===== src/rtl/direction_queue.sv =====
// direction_queue: conditions the four direction push-buttons and buffers turns
// for the snake engine.
// Chain: two-flop synchroniser -> per-key debounce -> press-edge detect ->
// lowest-index arbitration -> duplicate/reversal filter -> small turn FIFO.
// One buffered turn is released per move_tick.
// Optional build macro DIRQ_GAMEOVER_FREEZE_EN: while game_over is high the FIFO
// is flushed every cycle and press events are discarded (cur_dir holds).
// Direction encoding: 00 up, 01 right, 10 down, 11 left.
module direction_queue #(
  parameter int unsigned DEBOUNCE_CYCLES = 500000,
  parameter int unsigned QUEUE_DEPTH     = 4,
  parameter bit          KEY_ACTIVE_LOW  = 1'b1,
  parameter logic [1:0]  INIT_DIR        = 2'b01
) (
  input  logic                         clk,
  input  logic                         reset_n,
  input  logic [3:0]                   keys_in,
  input  logic                         move_tick,
  input  logic                         game_over,
  output logic [1:0]                   direction,
  output logic [$clog2(QUEUE_DEPTH):0] queue_count,
  output logic                         overflow
);

  localparam int unsigned CNT_W = (DEBOUNCE_CYCLES > 1) ? $clog2(DEBOUNCE_CYCLES) : 1;
  localparam int unsigned PTR_W = $clog2(QUEUE_DEPTH);
  localparam logic [CNT_W-1:0] CNT_MAX  = CNT_W'(DEBOUNCE_CYCLES - 1);
  localparam logic [PTR_W:0]   DEPTH    = (PTR_W + 1)'(QUEUE_DEPTH);
  localparam logic [3:0]       KEY_IDLE = KEY_ACTIVE_LOW ? 4'hF : 4'h0;

  // ---------------------------------------------------------------------------
  // Synchroniser
  // ---------------------------------------------------------------------------
  logic [3:0] sync1_q, sync2_q;
  logic [3:0] key_pressed;

  // Two flops per key; reset to the released level so no phantom press appears.
  always_ff @(posedge clk or negedge reset_n) begin
    if (!reset_n) begin
      sync1_q <= KEY_IDLE;
      sync2_q <= KEY_IDLE;
    end else begin
      sync1_q <= keys_in;
      sync2_q <= sync1_q;
    end
  end

  // Normalise polarity: 1 means pressed from here on.
  assign key_pressed = KEY_ACTIVE_LOW ? ~sync2_q : sync2_q;

  // ---------------------------------------------------------------------------
  // Debounce and press-edge detect
  // ---------------------------------------------------------------------------
  logic [CNT_W-1:0] cnt_q [4];
  logic [CNT_W-1:0] cnt_d [4];
  logic [3:0]       deb_q, deb_d;
  logic [3:0]       deb_prev_q;
  logic [3:0]       press_evt;

  // A state change is accepted only after DEBOUNCE_CYCLES consecutive differing samples.
  always_comb begin
    for (int unsigned i = 0; i < 4; i++) begin
      cnt_d[i] = cnt_q[i];
      deb_d[i] = deb_q[i];
      if (key_pressed[i] == deb_q[i]) begin
        cnt_d[i] = '0;
      end else if (cnt_q[i] == CNT_MAX) begin
        deb_d[i] = ~deb_q[i];
        cnt_d[i] = '0;
      end else begin
        cnt_d[i] = cnt_q[i] + CNT_W'(1);
      end
    end
  end

  // Debounce state, counters and the delayed copy used for edge detection.
  always_ff @(posedge clk or negedge reset_n) begin
    if (!reset_n) begin
      for (int unsigned i = 0; i < 4; i++) begin
        cnt_q[i] <= '0;
      end
      deb_q      <= '0;
      deb_prev_q <= '0;
    end else begin
      for (int unsigned i = 0; i < 4; i++) begin
        cnt_q[i] <= cnt_d[i];
      end
      deb_q      <= deb_d;
      deb_prev_q <= deb_q;
    end
  end

  // Releases produce nothing; only 0->1 of the debounced state is an event.
  assign press_evt = deb_q & ~deb_prev_q;

  // ---------------------------------------------------------------------------
  // Arbitration
  // ---------------------------------------------------------------------------
  logic       cand_valid;
  logic [1:0] cand_dir;

  // Lowest key index wins; simultaneous higher-index presses are discarded.
  always_comb begin
    cand_valid = 1'b1;
    cand_dir   = 2'b00;
    if (press_evt[0]) begin
      cand_dir = 2'b00;
    end else if (press_evt[1]) begin
      cand_dir = 2'b01;
    end else if (press_evt[2]) begin
      cand_dir = 2'b10;
    end else if (press_evt[3]) begin
      cand_dir = 2'b11;
    end else begin
      cand_valid = 1'b0;
    end
  end

  // ---------------------------------------------------------------------------
  // Game-over freeze (optional)
  // ---------------------------------------------------------------------------
  logic freeze;
`ifdef DIRQ_GAMEOVER_FREEZE_EN
  assign freeze = game_over;
`else
  logic unused_game_over;
  assign unused_game_over = game_over;
  assign freeze           = 1'b0;
`endif

  // ---------------------------------------------------------------------------
  // Filter and turn FIFO
  // ---------------------------------------------------------------------------
  logic [1:0]     fifo_q [QUEUE_DEPTH];
  logic [PTR_W-1:0] rd_ptr_q, rd_ptr_d;
  logic [PTR_W-1:0] wr_ptr_q, wr_ptr_d;
  logic [PTR_W:0]   count_q, count_d;
  logic [1:0]       cur_dir_q, cur_dir_d;
  logic             overflow_q, overflow_d;
  logic [1:0]       tail;
  logic             accept, push, pop;

  // Newest buffered turn, or the live direction when nothing is queued.
  assign tail = (count_q != '0) ? fifo_q[wr_ptr_q - PTR_W'(1)] : cur_dir_q;

  // Duplicates and 180-degree reversals of the tail are silently rejected.
  assign accept = cand_valid && !freeze &&
                  (cand_dir != tail) && (cand_dir != (tail ^ 2'b10));
  assign pop    = move_tick && (count_q != '0) && !freeze;
  // A full queue still takes a turn when a pop frees a slot in the same cycle.
  assign push   = accept && ((count_q < DEPTH) || pop);

  // Next-state for pointers, occupancy, live direction and overflow pulse.
  always_comb begin
    rd_ptr_d   = rd_ptr_q;
    wr_ptr_d   = wr_ptr_q;
    count_d    = count_q;
    cur_dir_d  = cur_dir_q;
    overflow_d = accept && !push;
    if (freeze) begin
      rd_ptr_d = wr_ptr_q;
      count_d  = '0;
    end else begin
      if (push) begin
        wr_ptr_d = wr_ptr_q + PTR_W'(1);
      end
      if (pop) begin
        rd_ptr_d  = rd_ptr_q + PTR_W'(1);
        cur_dir_d = fifo_q[rd_ptr_q];
      end
      case ({push, pop})
        2'b10:   count_d = count_q + (PTR_W + 1)'(1);
        2'b01:   count_d = count_q - (PTR_W + 1)'(1);
        default: count_d = count_q;
      endcase
    end
  end

  // FIFO storage and control registers.
  always_ff @(posedge clk or negedge reset_n) begin
    if (!reset_n) begin
      for (int unsigned i = 0; i < QUEUE_DEPTH; i++) begin
        fifo_q[i] <= '0;
      end
      rd_ptr_q   <= '0;
      wr_ptr_q   <= '0;
      count_q    <= '0;
      cur_dir_q  <= INIT_DIR;
      overflow_q <= 1'b0;
    end else begin
      if (push) begin
        fifo_q[wr_ptr_q] <= cand_dir;
      end
      rd_ptr_q   <= rd_ptr_d;
      wr_ptr_q   <= wr_ptr_d;
      count_q    <= count_d;
      cur_dir_q  <= cur_dir_d;
      overflow_q <= overflow_d;
    end
  end

  // Zero-latency view: the engine sees the head turn in the very tick it is popped.
  assign direction   = (count_q != '0) ? fifo_q[rd_ptr_q] : cur_dir_q;
  assign queue_count = count_q;
  assign overflow    = overflow_q;

endmodule


===== config.mk =====
export PLATFORM = sky130hd
export DESIGN_NAME = direction_queue
export DESIGN_NICKNAME = d
export VERILOG_FILES = /design/src/rtl/direction_queue.sv
export SDC_FILE = /design/constraint.sdc
export NUM_CORES = 1
export LEC_CHECK = 0
export CORE_ASPECT_RATIO = 0.75
export CORE_MARGIN = 3
export CORE_UTILIZATION = 55
export CTS_CLUSTER_SIZE = 10
export DETAILED_ROUTE_END_ITERATION = 12
export PLACE_DENSITY = 0.77
export RECOVER_POWER = 50
export SLEW_MARGIN = 40
export SYNTH_ARGS = -nofsm -noshare
export SYNTH_HDL_FRONTEND = slang
export SYNTH_SLANG_ARGS = --single-unit

===== constraint.sdc =====
create_clock -name clk -period 4 [get_ports clk]
set_clock_uncertainty 0.15 [all_clocks]
set_input_delay 1 -clock clk [delete_from_list [all_inputs] [get_ports clk]]
set_output_delay 1 -clock clk [all_outputs]
set_load 0.02 [all_outputs]

==> run metrics <==
Hold Fails Final Rpt 0; Worst Path Max Fanout 6; I/O Buffers 12; DR vias 3392; dpl hpwl between 6000 and 7000 um; syn_area_per_cell roughly 10 sq um; slowest cell delay on critical path about 0.46 ns; Unique masters post-synth 39; Yosys reg bits 110; CP Launch Type flip-flop; Fin Setup TNS 0 ns; Hold Path End sync2_q[1]; DRC Markers 0; Ys Warns 0; Num CTS Buffers 9; VDD IR max 0.248 mV; CTS Sinks 110; Mapped Cells 497; adder-cell share of the synthesized area under 10%; r2r startpoint wr_ptr_q[0]; min-delay src sync1_q[1]; Area Overhead vs Synth 10.2%; DR iter-0 viols around 280; CTS tree built; routed len/inst between 10 and 15 um; R2R Setup Slk roughly 0.65 ns; RSZ-0062 raised after global routing false; xor/xnor share of the synthesized area a little over an eighth; setup ws final 0.646 ns; Leak Pwr about 2.5 nW; largest family of logic cells by synthesized area simple AND/OR/NAND/NOR gates; commonest non-fill, non-tap cells in the layout dfrtp_1 (101), nor2_1 (91), xor2_1 (51); GRT Util Overall between 10% and 20%; hold_buf cts 0; Hold Slack approximately 0.21 ns; Synth Cell Area between 5000 and 6000 sq um; ratio of cells with drive above 1 in the final layout 9.28%; setup slack at placement approximately 0.56 ns; sequential element share of the synthesized area between 50% and 60%; Power Dens Cells between 300 and 400 nW/um^2; most common cell after layout, fill and taps aside dfrtp_1; Area contributors post-synth dfrtp_1 (49%), xor2_1 (8.7%), nor2_1 (6.6%), dfstp_2 (4.6%), xnor2_1 (4.6%); CP arrival approximately 3.5 ns; core area 8780 sq um; largest net degree at the start of global routing 66; critical path type flip-flop to flip-flop; max-slew violations 66; status finished with violations; DRT antenna net count 0; Worst-path clk slew about 0.07 ns; mux cell area share after synthesis 4.41%; setup violators final 0; Nets 530; DIE HEIGHT roughly 90 um; Tmin final ~3.4 ns; routability congestion estimate 0.789; Row Count 29; Worst Path Required between 4 and 5 ns; worst-path cell chain inv_1 > ha_1 > mux4_2 > mux2_4 > a21oi_1 > or3b_4 > ha_1 > inv_1 > fa_1 > xor2_1 > nor2_1 > xor2_1; Resize count post-CTS 0; die area about 11000 sq um; Reg2Reg Capture Point queue_count[2]; Die X approximately 120 um; htree depth 3; max-cap violation count 1; Highest Clock Rate 0.298 GHz; initial core utilization approximately three fifths; depth of the most critical reg-to-reg path 12; CTS Buffer Depth 2; Min-Delay Path Depth 0; CP endpoint kind flip-flop; initial antenna violation count 0; vias in the first global route 3364; Final Cycle Share about 84%; Compound-Gate Fraction of Synth Area under 10%; post-synthesis simple-gate area fraction between 20% and 30%; HP Class flip-flop to flip-flop; diode count 0; Synth top area share approximately 49%; total power 2.26 mW; failing checks capacitance limit, slew limit; worst-margin pin slew around 1.6 ns; Slew Limit Headroom -3.39%; largest area contributor in the netlist dfrtp_1; IO Count 14; Clock Latency Late Sink about 0.35 ns; final wirelength approximately 8900 um; Pre-Repair DR Iteration Count 5; Critical-path top delay cell dfrtp_1; clock root buffer clkbuf_16; Syn Nets a little over 500; grt ovf 0; Setup Buffers After CTS 0; global-route wire length before repair approximately 16000 um; Vias/cell between 5 and 6
## synthesized netlist by cell type
library cell  number
nor4b_1            4
or4_1              1
mux2_2             6
nand4b_1           2
inv_1             20
dfstp_2            9
nand3_1           29
nor4bb_1           1
nand4_1           17
nor2_1            91
nor4_1             9
a21oi_1            3
fa_1               1
clkbuf_1           8
mux2_4             2
or3b_4             1
buf_1              1
and4_1             3
dfrtp_1          101
a41oi_1            1
and3_4             1
or3_1              2
nand2b_1           4
xnor2_1           27
buf_6              1
ha_1               9
nor3_1            13
or2_1              1
mux4_2             3
or2_2              6
xor2_1            51
mux2i_1            4
o21ai_0           10
nor2b_1            2
and2_1             4
mux2_1             2
and3_1             8
a31oi_1            4
nand2_1           35
## registers in the layout, summed over array words and instances (netlist names), 3 cells and up
signal,count
sync2_q,4
deb_q,4
cnt_q,76
sync1_q,4
queue_count,3
fifo_q,8
deb_prev_q,4
## stage by stage
stage / instance area, sq um / cells / util [%]
2_1_floorplan: 5160 / 497 / -
3_3_place_gp: 5420 / 625 / 61.7
3_5_place_dp: 5420 / 625 / 61.7
4_1_cts: 5700 / 641 / 64.9
5_1_grt: 5690 / 641 / 64.8
6_report: 5690 / 641 / 64.8
## cells by family (layout without fill, tap and decap cells)
family                   Yosys count  after routing
adder cells (fa/ha/maj)           10             10
multiplexers                      17             17
flip-flops                       110            110
AND/OR/NAND/NOR                  234            234
buffers and inverters             30             50
AO/OA/AOI/OAI                     18             18
XOR/XNOR                          78             78
## worst max-delay path, delay by kind of cell, from the launching register on
family | cells | cell delay, ns
simple gates | 2 | 0.36
compound gates | 1 | 0.38
flops | 1 | 0.46
xor+xnor | 2 | 0.30
mux | 2 | 0.59
buf+inv | 2 | 0.15
fa+ha+maj | 3 | 0.88
## cell type report
class                      count  area (sq um)
timing repair buffer          14           128
clock buffer                   9           225
clock inverter                 7          58.8
multi-input combinational    357          2280
inverter                      20          75.1
fill                         705          3090
tap                          124           155
sequential                   110          2760
## metal layers
metal  routed length, um  track usage [%]  up-vias
met5                   0                0        -
met4                 102             6.54        0
met3                 383             5.21        8
met2                3880             26.7       58
met1                4510             26.2     1636
li1                    -                -     1690
## power breakdown
part / switching, mW / internal, mW
clock network: 0.416 / 0.430
registers: 0.0438 / 1.16
logic: 0.117 / 0.0962
total: 0.577 / 1.68
## how the worst max path moves through the flow
stage	endpoint	from	cells after the start	slack (ns)
finish	queue_count[2]	wr_ptr_q[0]	12	0.65
global route	queue_count[2]	wr_ptr_q[0]	12	0.34
CTS	direction[1]	rd_ptr_q[0]	3	0.65
detailed placement	queue_count[2]	move_tick	11	0.56
global placement	queue_count[2]	move_tick	11	0.59
floorplan	queue_count[2]	wr_ptr_q[0]	13	0.89
No activity file was read; power rests on OpenSTA's default activity.
